<file path="src/rtl/imm_ext_pipe_if.sv">
// Decode-side bundle for the immediate generator: instruction in, extended immediate out.
interface imm_ext_pipe_if #(
    parameter int XLEN      = 32,
    parameter int ERR_CNT_W = 16
);
    logic                 flush;
    logic                 in_valid;
    logic                 in_ready;
    logic [31:0]          instr;
    logic [2:0]           imm_src;
    logic                 out_valid;
    logic                 out_ready;
    logic [XLEN-1:0]      imm_ext;
    logic                 imm_err;
    logic [ERR_CNT_W-1:0] err_cnt;

    modport master (
        output flush, in_valid, instr, imm_src, out_ready,
        input  in_ready, out_valid, imm_ext, imm_err, err_cnt
    );

    modport slave (
        input  flush, in_valid, instr, imm_src, out_ready,
        output in_ready, out_valid, imm_ext, imm_err, err_cnt
    );
endinterface

</file>
<file path="src/rtl/imm_ext_pipe.sv">
// Immediate generator: format select/auto-decode, XLEN extension, 2-entry output buffer
// and a saturating count of accepted illegal-format entries.
module imm_ext_pipe #(
    parameter int XLEN        = 32,
    parameter int AUTO_DECODE = 0,
    parameter int ERR_CNT_W   = 16
) (
    input logic          clk,
    input logic          reset,
    imm_ext_pipe_if.slave bus
);

    localparam logic [2:0] FMT_I   = 3'd0;
    localparam logic [2:0] FMT_S   = 3'd1;
    localparam logic [2:0] FMT_B   = 3'd2;
    localparam logic [2:0] FMT_J   = 3'd3;
    localparam logic [2:0] FMT_U   = 3'd4;
    localparam logic [2:0] FMT_Z   = 3'd5;
    localparam logic [2:0] FMT_SH  = 3'd6;
    localparam logic [2:0] FMT_ILL = 3'd7;

    function automatic logic [2:0] shift_or_i(input logic [2:0] f3);
        return (f3 == 3'b001 || f3 == 3'b101) ? FMT_SH : FMT_I;
    endfunction

    function automatic logic [2:0] decode_fmt(input logic [31:0] ins);
        logic [2:0] fmt;
        case (ins[6:0])
            7'b0010011:             fmt = shift_or_i(ins[14:12]);
            7'b0011011:             fmt = (XLEN == 64) ? shift_or_i(ins[14:12]) : FMT_ILL;
            7'b0000011, 7'b1100111: fmt = FMT_I;
            7'b0100011:             fmt = FMT_S;
            7'b1100011:             fmt = FMT_B;
            7'b1101111:             fmt = FMT_J;
            7'b0110111, 7'b0010111: fmt = FMT_U;
            7'b1110011:             fmt = ins[14] ? FMT_Z : FMT_I;
            default:                fmt = FMT_ILL;
        endcase
        return fmt;
    endfunction

    function automatic logic signed [XLEN-1:0] sext32(input logic signed [31:0] v);
        return XLEN'(v);
    endfunction

    function automatic logic [ERR_CNT_W-1:0] sat_inc(input logic [ERR_CNT_W-1:0] v);
        return (&v) ? v : v + 1'b1;
    endfunction

    logic [31:0]          ins;
    logic [2:0]           fmt_p0;
    logic [XLEN-1:0]      imm_p0;
    logic                 err_p0;
    logic                 rdy;
    logic                 push;
    logic                 pop;

    logic [1:0]           cnt_p1;
    logic                 vld_p1;
    logic [XLEN-1:0]      hd_imm_p1;
    logic                 hd_err_p1;
    logic [XLEN-1:0]      tl_imm_p1;
    logic                 tl_err_p1;
    logic [ERR_CNT_W-1:0] err_cnt_p1;

    assign ins    = bus.instr;
    assign fmt_p0 = (AUTO_DECODE != 0) ? decode_fmt(ins) : bus.imm_src;

    // p0: extension is done here so entries are stored already at XLEN width
    always_comb begin
        imm_p0 = '0;
        err_p0 = 1'b0;
        case (fmt_p0)
            FMT_I:  imm_p0 = sext32({{20{ins[31]}}, ins[31:20]});
            FMT_S:  imm_p0 = sext32({{20{ins[31]}}, ins[31:25], ins[11:7]});
            FMT_B:  imm_p0 = sext32({{19{ins[31]}}, ins[31], ins[7], ins[30:25], ins[11:8], 1'b0});
            FMT_J:  imm_p0 = sext32({{11{ins[31]}}, ins[31], ins[19:12], ins[20], ins[30:21], 1'b0});
            FMT_U:  imm_p0 = sext32({ins[31:12], 12'b0});
            FMT_Z:  imm_p0 = XLEN'(ins[19:15]);
            FMT_SH: begin
                if (XLEN == 64) begin
                    imm_p0 = XLEN'(ins[25:20]);
                end else begin
                    imm_p0 = XLEN'(ins[24:20]);
                    err_p0 = ins[25];
                end
            end
            default: err_p0 = 1'b1;
        endcase
    end

    assign rdy    = (cnt_p1 != 2'd2) && !reset;
    assign vld_p1 = (cnt_p1 != 2'd0);
    assign push   = bus.in_valid && rdy;
    assign pop    = vld_p1 && bus.out_ready;

    // p1: two-entry buffer; a vacated slot is zeroed so idle outputs read as 0
    always_ff @(posedge clk) begin
        if (reset) begin
            cnt_p1     <= 2'd0;
            hd_imm_p1  <= '0;
            hd_err_p1  <= 1'b0;
            tl_imm_p1  <= '0;
            tl_err_p1  <= 1'b0;
            err_cnt_p1 <= '0;
        end else begin
            if (push && err_p0 && !bus.flush)
                err_cnt_p1 <= sat_inc(err_cnt_p1);
            if (bus.flush) begin
                cnt_p1    <= 2'd0;
                hd_imm_p1 <= '0;
                hd_err_p1 <= 1'b0;
                tl_imm_p1 <= '0;
                tl_err_p1 <= 1'b0;
            end else begin
                case (cnt_p1)
                    2'd0: begin
                        if (push) begin
                            hd_imm_p1 <= imm_p0;
                            hd_err_p1 <= err_p0;
                            cnt_p1    <= 2'd1;
                        end
                    end
                    2'd1: begin
                        if (push && pop) begin
                            hd_imm_p1 <= imm_p0;
                            hd_err_p1 <= err_p0;
                        end else if (push) begin
                            tl_imm_p1 <= imm_p0;
                            tl_err_p1 <= err_p0;
                            cnt_p1    <= 2'd2;
                        end else if (pop) begin
                            hd_imm_p1 <= '0;
                            hd_err_p1 <= 1'b0;
                            cnt_p1    <= 2'd0;
                        end
                    end
                    default: begin
                        if (pop) begin
                            hd_imm_p1 <= tl_imm_p1;
                            hd_err_p1 <= tl_err_p1;
                            tl_imm_p1 <= '0;
                            tl_err_p1 <= 1'b0;
                            cnt_p1    <= 2'd1;
                        end
                    end
                endcase
            end
        end
    end

    assign bus.in_ready  = rdy;
    assign bus.out_valid = vld_p1;
    assign bus.imm_ext   = hd_imm_p1;
    assign bus.imm_err   = hd_err_p1;
    assign bus.err_cnt   = err_cnt_p1;

endmodule

</file>
<file path="src/flat_wrapper.sv">
// flat-port wrapper written by rule: the top's interface ports become plain ports
module imm_ext_pipe_flat 
#(
    parameter int XLEN        = 32,
    parameter int AUTO_DECODE = 0,
    parameter int ERR_CNT_W   = 16
)
  (clk, reset, bus_flush, bus_in_valid, bus_instr, bus_imm_src, bus_out_ready, bus_in_ready, bus_out_valid, bus_imm_ext, bus_imm_err, bus_err_cnt);
  imm_ext_pipe_if #(.XLEN(XLEN), .ERR_CNT_W(ERR_CNT_W)) bus_i ();
  input logic clk;
  input logic reset;
  input wire logic [$bits(bus_i.flush)-1:0] bus_flush;
  input wire logic [$bits(bus_i.in_valid)-1:0] bus_in_valid;
  input wire logic [$bits(bus_i.instr)-1:0] bus_instr;
  input wire logic [$bits(bus_i.imm_src)-1:0] bus_imm_src;
  input wire logic [$bits(bus_i.out_ready)-1:0] bus_out_ready;
  output wire logic [$bits(bus_i.in_ready)-1:0] bus_in_ready;
  output wire logic [$bits(bus_i.out_valid)-1:0] bus_out_valid;
  output wire logic [$bits(bus_i.imm_ext)-1:0] bus_imm_ext;
  output wire logic [$bits(bus_i.imm_err)-1:0] bus_imm_err;
  output wire logic [$bits(bus_i.err_cnt)-1:0] bus_err_cnt;
  assign bus_i.flush = bus_flush;
  assign bus_i.in_valid = bus_in_valid;
  assign bus_i.instr = bus_instr;
  assign bus_i.imm_src = bus_imm_src;
  assign bus_i.out_ready = bus_out_ready;
  assign bus_in_ready = bus_i.in_ready;
  assign bus_out_valid = bus_i.out_valid;
  assign bus_imm_ext = bus_i.imm_ext;
  assign bus_imm_err = bus_i.imm_err;
  assign bus_err_cnt = bus_i.err_cnt;
  imm_ext_pipe #(.XLEN(XLEN), .AUTO_DECODE(AUTO_DECODE), .ERR_CNT_W(ERR_CNT_W)) u_core (.clk(clk), .reset(reset), .bus(bus_i));
endmodule
</file>
<file path="config.mk">
export PLATFORM = sky130hd
export DESIGN_NAME = imm_ext_pipe_flat
export DESIGN_NICKNAME = d
export VERILOG_FILES = /design/src/rtl/imm_ext_pipe_if.sv /design/src/rtl/imm_ext_pipe.sv /design/src/flat_wrapper.sv
export SDC_FILE = /design/constraint.sdc
export NUM_CORES = 1
export LEC_CHECK = 0
export ABC_AREA = 1
export CAP_MARGIN = 20
export CORE_AREA = 4 4 110 112
export DETAILED_ROUTE_END_ITERATION = 10
export DIE_AREA = 0 0 114 116
export HOLD_SLACK_MARGIN = 0.12
export PLACE_DENSITY = 0.66
export SYNTH_ARGS = -nofsm -noshare
export SYNTH_HDL_FRONTEND = slang
export SYNTH_SLANG_ARGS = --single-unit
</file>
<file path="constraint.sdc">
create_clock -name clk -period 1.45 [get_ports clk]
set_clock_uncertainty 0.1 [all_clocks]
set_input_delay 0.145 -clock clk [delete_from_list [all_inputs] [get_ports clk]]
set_output_delay 0.145 -clock clk [all_outputs]
set_load 0.01 [all_outputs]
</file>
==> results of run 1 <==
repair_timing:
action	CTS	global route
endpoints found under the hold margin	0	0
gates resized for setup	93	163
pin swaps	21	68
setup buffers	8	10
setup endpoints to repair	132	85
hold buffers	0	0
gates cloned	4	4
tightest hold or removal path, stage by stage:
cell            delay [ps]
dlymetal6s2s_1         150
inv_2                  120
a21oi_4                 80
buf_4                  140
nand2_2                 60
a21oi_2                 40
layer usage:
layer,track usage,part of all wire,vias to the layer above
met5,0,0,-
met4,0.0760,0.031,0
met3,0.0277,0.050,38
met2,0.350,0.50,168
met1,0.249,0.42,2323
li1,-,-,2433
per-stage QoR:
stage	utilization	instances	hold WS (ps)	area, um^2
global placement	0.513	928	348	5760
detailed placement	0.513	928	353	5760
CTS	0.550	956	364	6180
finish	0.614	970	344	6890
floorplan	-	673	267	4430
global route	0.614	970	373	6890
power breakdown:
part / internal [mW] / total (mW) / switching [mW]
sequential: 2.34 / 2.37 / 0.0241
clock: 1.26 / 2.23 / 0.976
combinational: 0.367 / 0.877 / 0.510
cell families (layout without fill, tap and decap cells):
group                      count (synthesis)  count (layout)  synth area share
AOI/OAI and AO/OA                        144             144             0.176
xor gates and xnor gates                   8               8            0.0160
adders and majority gates                  1               1           0.00286
buffers and inverters                    102             255             0.109
DFF                                       84              84             0.385
and+or+nand+nor                          334             335             0.311
state kept, by name, summed over array words and instances, names as in the netlist:
| signal | cells |
|---|---|
| u_core.cnt_p1 | 2 |
| u_core.bus.err_cnt | 16 |
| u_core.bus.imm_err | 1 |
| u_core.bus.imm_ext | 32 |
| u_core.tl_imm_p1 | 32 |
| u_core.tl_err_p1 | 1 |
final timing paths:
path,start,slack (ps),endpoint
worst min register to register,u_core.tl_imm_p1[21],370,u_core.tl_imm_p1[21]
worst min-delay path,bus_imm_src[0],340,u_core.bus.imm_err
worst max register to register,u_core.cnt_p1[1],-60,u_core.bus.imm_ext[31]
worst max-delay path,u_core.cnt_p1[1],-60,u_core.bus.imm_ext[31]
layout by cell type, fill, tap and decap left out, types with 8 or more instances in the layout:
cell type	Yosys	routed
nand3_1	17	13
clkdlybuf4s50_1	0	29
dfxtp_1	84	76
nand2_1	253	200
a21oi_1	115	61
clkbuf_16	0	12
nor2_1	44	35
nand4_1	8	8
a21oi_2	4	58
buf_6	9	16
inv_1	63	59
nand2_2	5	34
dlygate4sd2_1	0	50
nand2_4	0	23
buf_12	0	9
buf_4	4	56
nor2_4	4	10
inv_2	5	8
final cells by class:
cell class,count,area share
Multi-Input combinational cell,488,0.406
Sequential cell,84,0.247
Timing Repair Buffer,171,0.242
Inverter,68,0.0378
Clock buffer,11,0.0367
Tap cell,143,0.0260
Clock inverter,5,0.00508
==> results.cfg, run 1 <==
[sta]
setup_slack_ps = -55.9
slew_viol_final = 0
fmax_mhz = 664
post-route-min-period_ps = 1510
tightestPinTransition_ps = 581
hold_viol_final = 0
rsz0062_at_grt = true
setup_tns_ps = -1110
setup_viol = 44
period_share = 1.04
max_slew_margin = 0.611

[floorplanning]
start_util = 0.389
fp.dieW_um = 114
die_area_mm2 = 0.0132
io_pins = 91
die_h_um = 116
core_mm2 = 0.0112
rows = 39

[clocking]
cts-htree-levels = 3
clk_pin_slew_worst_paths_ps = 70
clock_path_buffers = 2
root_buffer = clkbuf_16
cts_tree = built
clkLatencyLatePin_ps = 340
cts_sinks = 84
cts_made_buffers = 9

[outcome]
status = finished, violations left
violations = setup timing

[layout]
drive_above_1_share = 0.326
multi_input_area_mm2 = 0.00280
area_delta_synth_final_pct = 57.7
fin_nets = 863
seqCellArea_mm2 = 0.00170
antennaDiodeCount = 0
fillers = 993

[synthesis]
synth_cells = 673
yosysMostFrequentCell = nand2_1
synth_area_mm2 = 0.00437
synth_ff_type = dfxtp_1
synthTopCellsByCount = nand2_1 (253), a21oi_1 (115), dfxtp_1 (84)
ys_ff_latch = 84
async_reset_ff_frac = 0
yosysTopAreaCell = dfxtp_1
yosysTopAreaCellShare = 0.385
avgSynthCellArea_um2 = 6.49
yosys_warnings = 0
yosysSeqAreaShare = 0.385
yosysUniqueCellTypes = 29
synth-edff-count = 0
synthesis.nets = 714
synth_area_leaders = dfxtp_1 (38%), nand2_1 (22%), a21oi_1 (13%)

[place]
globalplace.congestion = 0.876
dp_hpwl_mm = 9.09
port_buffers = 83
dp_slack_ps = -500

[critical_path]
max_stage_delay_ps = 360
path_delay_family = buffers and inverters
crit_buf_inv = 3
cp.arrival_ps = 1640
cp_slowest_cell = dfxtp_4
endpoint_kind = flop
crit_fanout = 17
crit_type = reg -> reg
crit_path_start_kind = flop
ff2ff_path_depth = 8
worstPathCellList = inv_2 -> buf_4 -> nand2_4 -> nand2_1 -> nand2_4 -> clkbuf_16 -> a21oi_1 -> a21oi_2
crit_required_ps = 1580
cp_common_cell = nand2_4
crit_cells = 8

[detailed_routing]
via_per_inst = 5.12
drt-initial-drc-count = 279
dr.pass1.iters = 6
ant_nets = 0
routed_wl_mm = 14.6
vias = 4962
wire_per_inst_um = 15.1
drc = 0

[grt]
grt_pass1_wl_mm = 21.4
grt-ovfl-total = 0
track_usage = 0.200
grt_start_max_net_pins = 36
antenna_found_initial = 0
grt_pass1_vias = 4555

[flow_run]
drv_cap = 0

[pwr]
ir_worst_vdd_v = 0.000629
p_leak_nw = 3.18
power.total_mw = 5.48
p_per_area_mw_per_mm2 = 795

[min_path]
hp-class = in -> reg
whs_path_depth = 6
No activity file was read; power rests on OpenSTA's default activity.
==> inputs of run 2 (changes only) <==
CELL_PAD_IN_SITES_DETAIL_PLACEMENT = 1   (was unset)
CELL_PAD_IN_SITES_GLOBAL_PLACEMENT = 1   (was unset)
CORE_AREA = 4 4 122 124   (was 4 4 110 112)
DIE_AREA = 0 0 126 128   (was 0 0 114 116)
PLACE_DENSITY = 0.75   (was 0.66)
==> run 2 against run 1 <==
The flow still finishes with violations (setup timing). Die area increased by 22%. Utilization decreased by 7.6 points. Setup slack got worse by 220 ps. First-iteration DRC count increased by 50%. Combinational power increased by 14%. Critical path type unchanged.
==> results.cfg, run 2 (synthesized netlist as in run 1, its figures left out) <==
[outcome]
status = finished, violations left
violations = setup timing

[floorplanning]
io_pins = 91
die_h_um = 128
die_area_mm2 = 0.0161
core_mm2 = 0.0138
start_util = 0.317
fp.dieW_um = 126
rows = 43

[clocking]
cts_tree = built
clock_path_buffers = 2
cts-htree-levels = 3
clkLatencyLatePin_ps = 360
clk_pin_slew_worst_paths_ps = 70
holdBufCountCts = 0
cts_sinks = 84
cts_made_buffers = 9
root_buffer = clkbuf_16

[sta]
max_slew_margin = 0.696
setup_tns_ps = -16670
hold_viol_final = 0
tightestPinTransition_ps = 456
fmax_mhz = 578
period_share = 1.19
setup_viol = 85
rsz0062_at_grt = true
setup_slack_ps = -280
worst_hold_slack_ps = 375
slew_viol_final = 0
post-route-min-period_ps = 1730

[detailed_routing]
vias = 5513
routed_wl_mm = 22.0
wire_per_inst_um = 21.6
drc = 0
via_per_inst = 5.40
dr.pass1.iters = 5
ant_nets = 0
drt-initial-drc-count = 418

[critical_path]
path_delay_family = buffers and inverters
critPathLaunch = u_core.cnt_p1[0]
crit_cells = 9
r2r_slack_ps = -280
r2r_start = u_core.cnt_p1[0]
crit_buf_inv = 4
crit_type = reg -> reg
cp.arrival_ps = 1920
crit_fanout = 6
crit_path_start_kind = flop
crit_required_ps = 1640
r2r-end = u_core.bus.imm_ext[2]
endpoint_kind = flop
ff2ff_path_depth = 9
max_stage_delay_ps = 380
cp_slowest_cell = dfxtp_4
worstPathCellList = inv_4 -> nand2_4 -> nand4_4 -> buf_12 -> o21ai_4 -> buf_12 -> clkbuf_16 -> nand2_4 -> a21oi_2

[layout]
layout_common_cells = nand2_1 (178), dfxtp_1 (76), a21oi_2 (72), buf_4 (64), inv_1 (60)
antennaDiodeCount = 0
drive_above_1_share = 0.387
layout_commonest_cell = nand2_1
fin_nets = 877
area_delta_synth_final_pct = 69.5
finish.utilization = 0.538

[pwr]
ir_worst_vdd_v = 0.000602
p_per_area_mw_per_mm2 = 784
power.total_mw = 5.81
p_leak_nw = 3.21

[grt]
grt_pass1_wl_mm = 31.0
track_usage = 0.239
grt-ovfl-total = 0
grt_pass1_vias = 5878
grt_use_met2 = 0.439
met3_usage = 0.0342
antenna_found_initial = 0
grt.busiest_layer = met2
use_met1 = 0.276
grt_start_max_net_pins = 29

[place]
dp_hpwl_mm = 11.4
port_buffers = 83
globalplace.congestion = 0.829

[flow_run]
drv_cap = 0

[min_path]
min_to = u_core.tl_imm_p1[28]
hp-class = reg -> reg
holdCritStartpoint = u_core.tl_imm_p1[28]
whs_path_depth = 2
-- run 2: per-stage QoR --
stage,setup slack (ps),cell area (um^2),instances
floorplan,-30.6,4430,673
global placement,-503,5910,975
detailed placement,-594,5910,975
CTS,-112,6900,1016
global route,-322,7410,1020
finish,-280,7410,1020
-- run 2: final cells by class --
cell class	instances	area, um^2
multi-input combinational	487	3010
tap	180	225
timing repair buffer	186	1900
clock buffer	10	239
fill	1688	6360
inverter	68	265
sequential	84	1710
clock inverter	5	60.1
-- run 2: layer usage --
layer | share of wire | vias up
met5 | 0 | -
met4 | 0.047 | 0
met3 | 0.059 | 94
met2 | 0.52 | 255
met1 | 0.38 | 2703
li1 | - | 2461
-- run 2: worst max path at each step --
stage	to	slack [ps]
after detailed placement	u_core.bus.imm_ext[17]	-590
after floorplan	u_core.bus.err_cnt[11]	-30
after global placement	u_core.bus.imm_ext[12]	-500
after global routing	u_core.bus.imm_ext[2]	-320
final	u_core.bus.imm_ext[2]	-280
after CTS	u_core.tl_imm_p1[12]	-110
-- run 2: what timing repair did --
item | CTS | global route
pin swaps | 25 | 52
gates cloned | 7 | 4
gates resized for setup | 174 | 150
buffers inserted | 23 | 4
setup endpoints to repair | 128 | 86
endpoints found under the hold margin | 0 | 0
-- run 2: where the power goes --
part / leakage (nW) / internal (mW) / total [mW] / switching (mW)
combinational: 2.38 / 0.410 / 0.996 / 0.586
sequential: 0.686 / 2.34 / 2.36 / 0.0290
clock: 0.142 / 1.38 / 2.45 / 1.07
total: 3.21 / 4.13 / 5.81 / 1.69
-- run 2: worst min-delay path: cells and delay by family (launching register included) --
kind,cells,cell delay [ps]
flip-flops,1,320
AO/OA/AOI/OAI,1,40
AND/OR/NAND/NOR,1,70
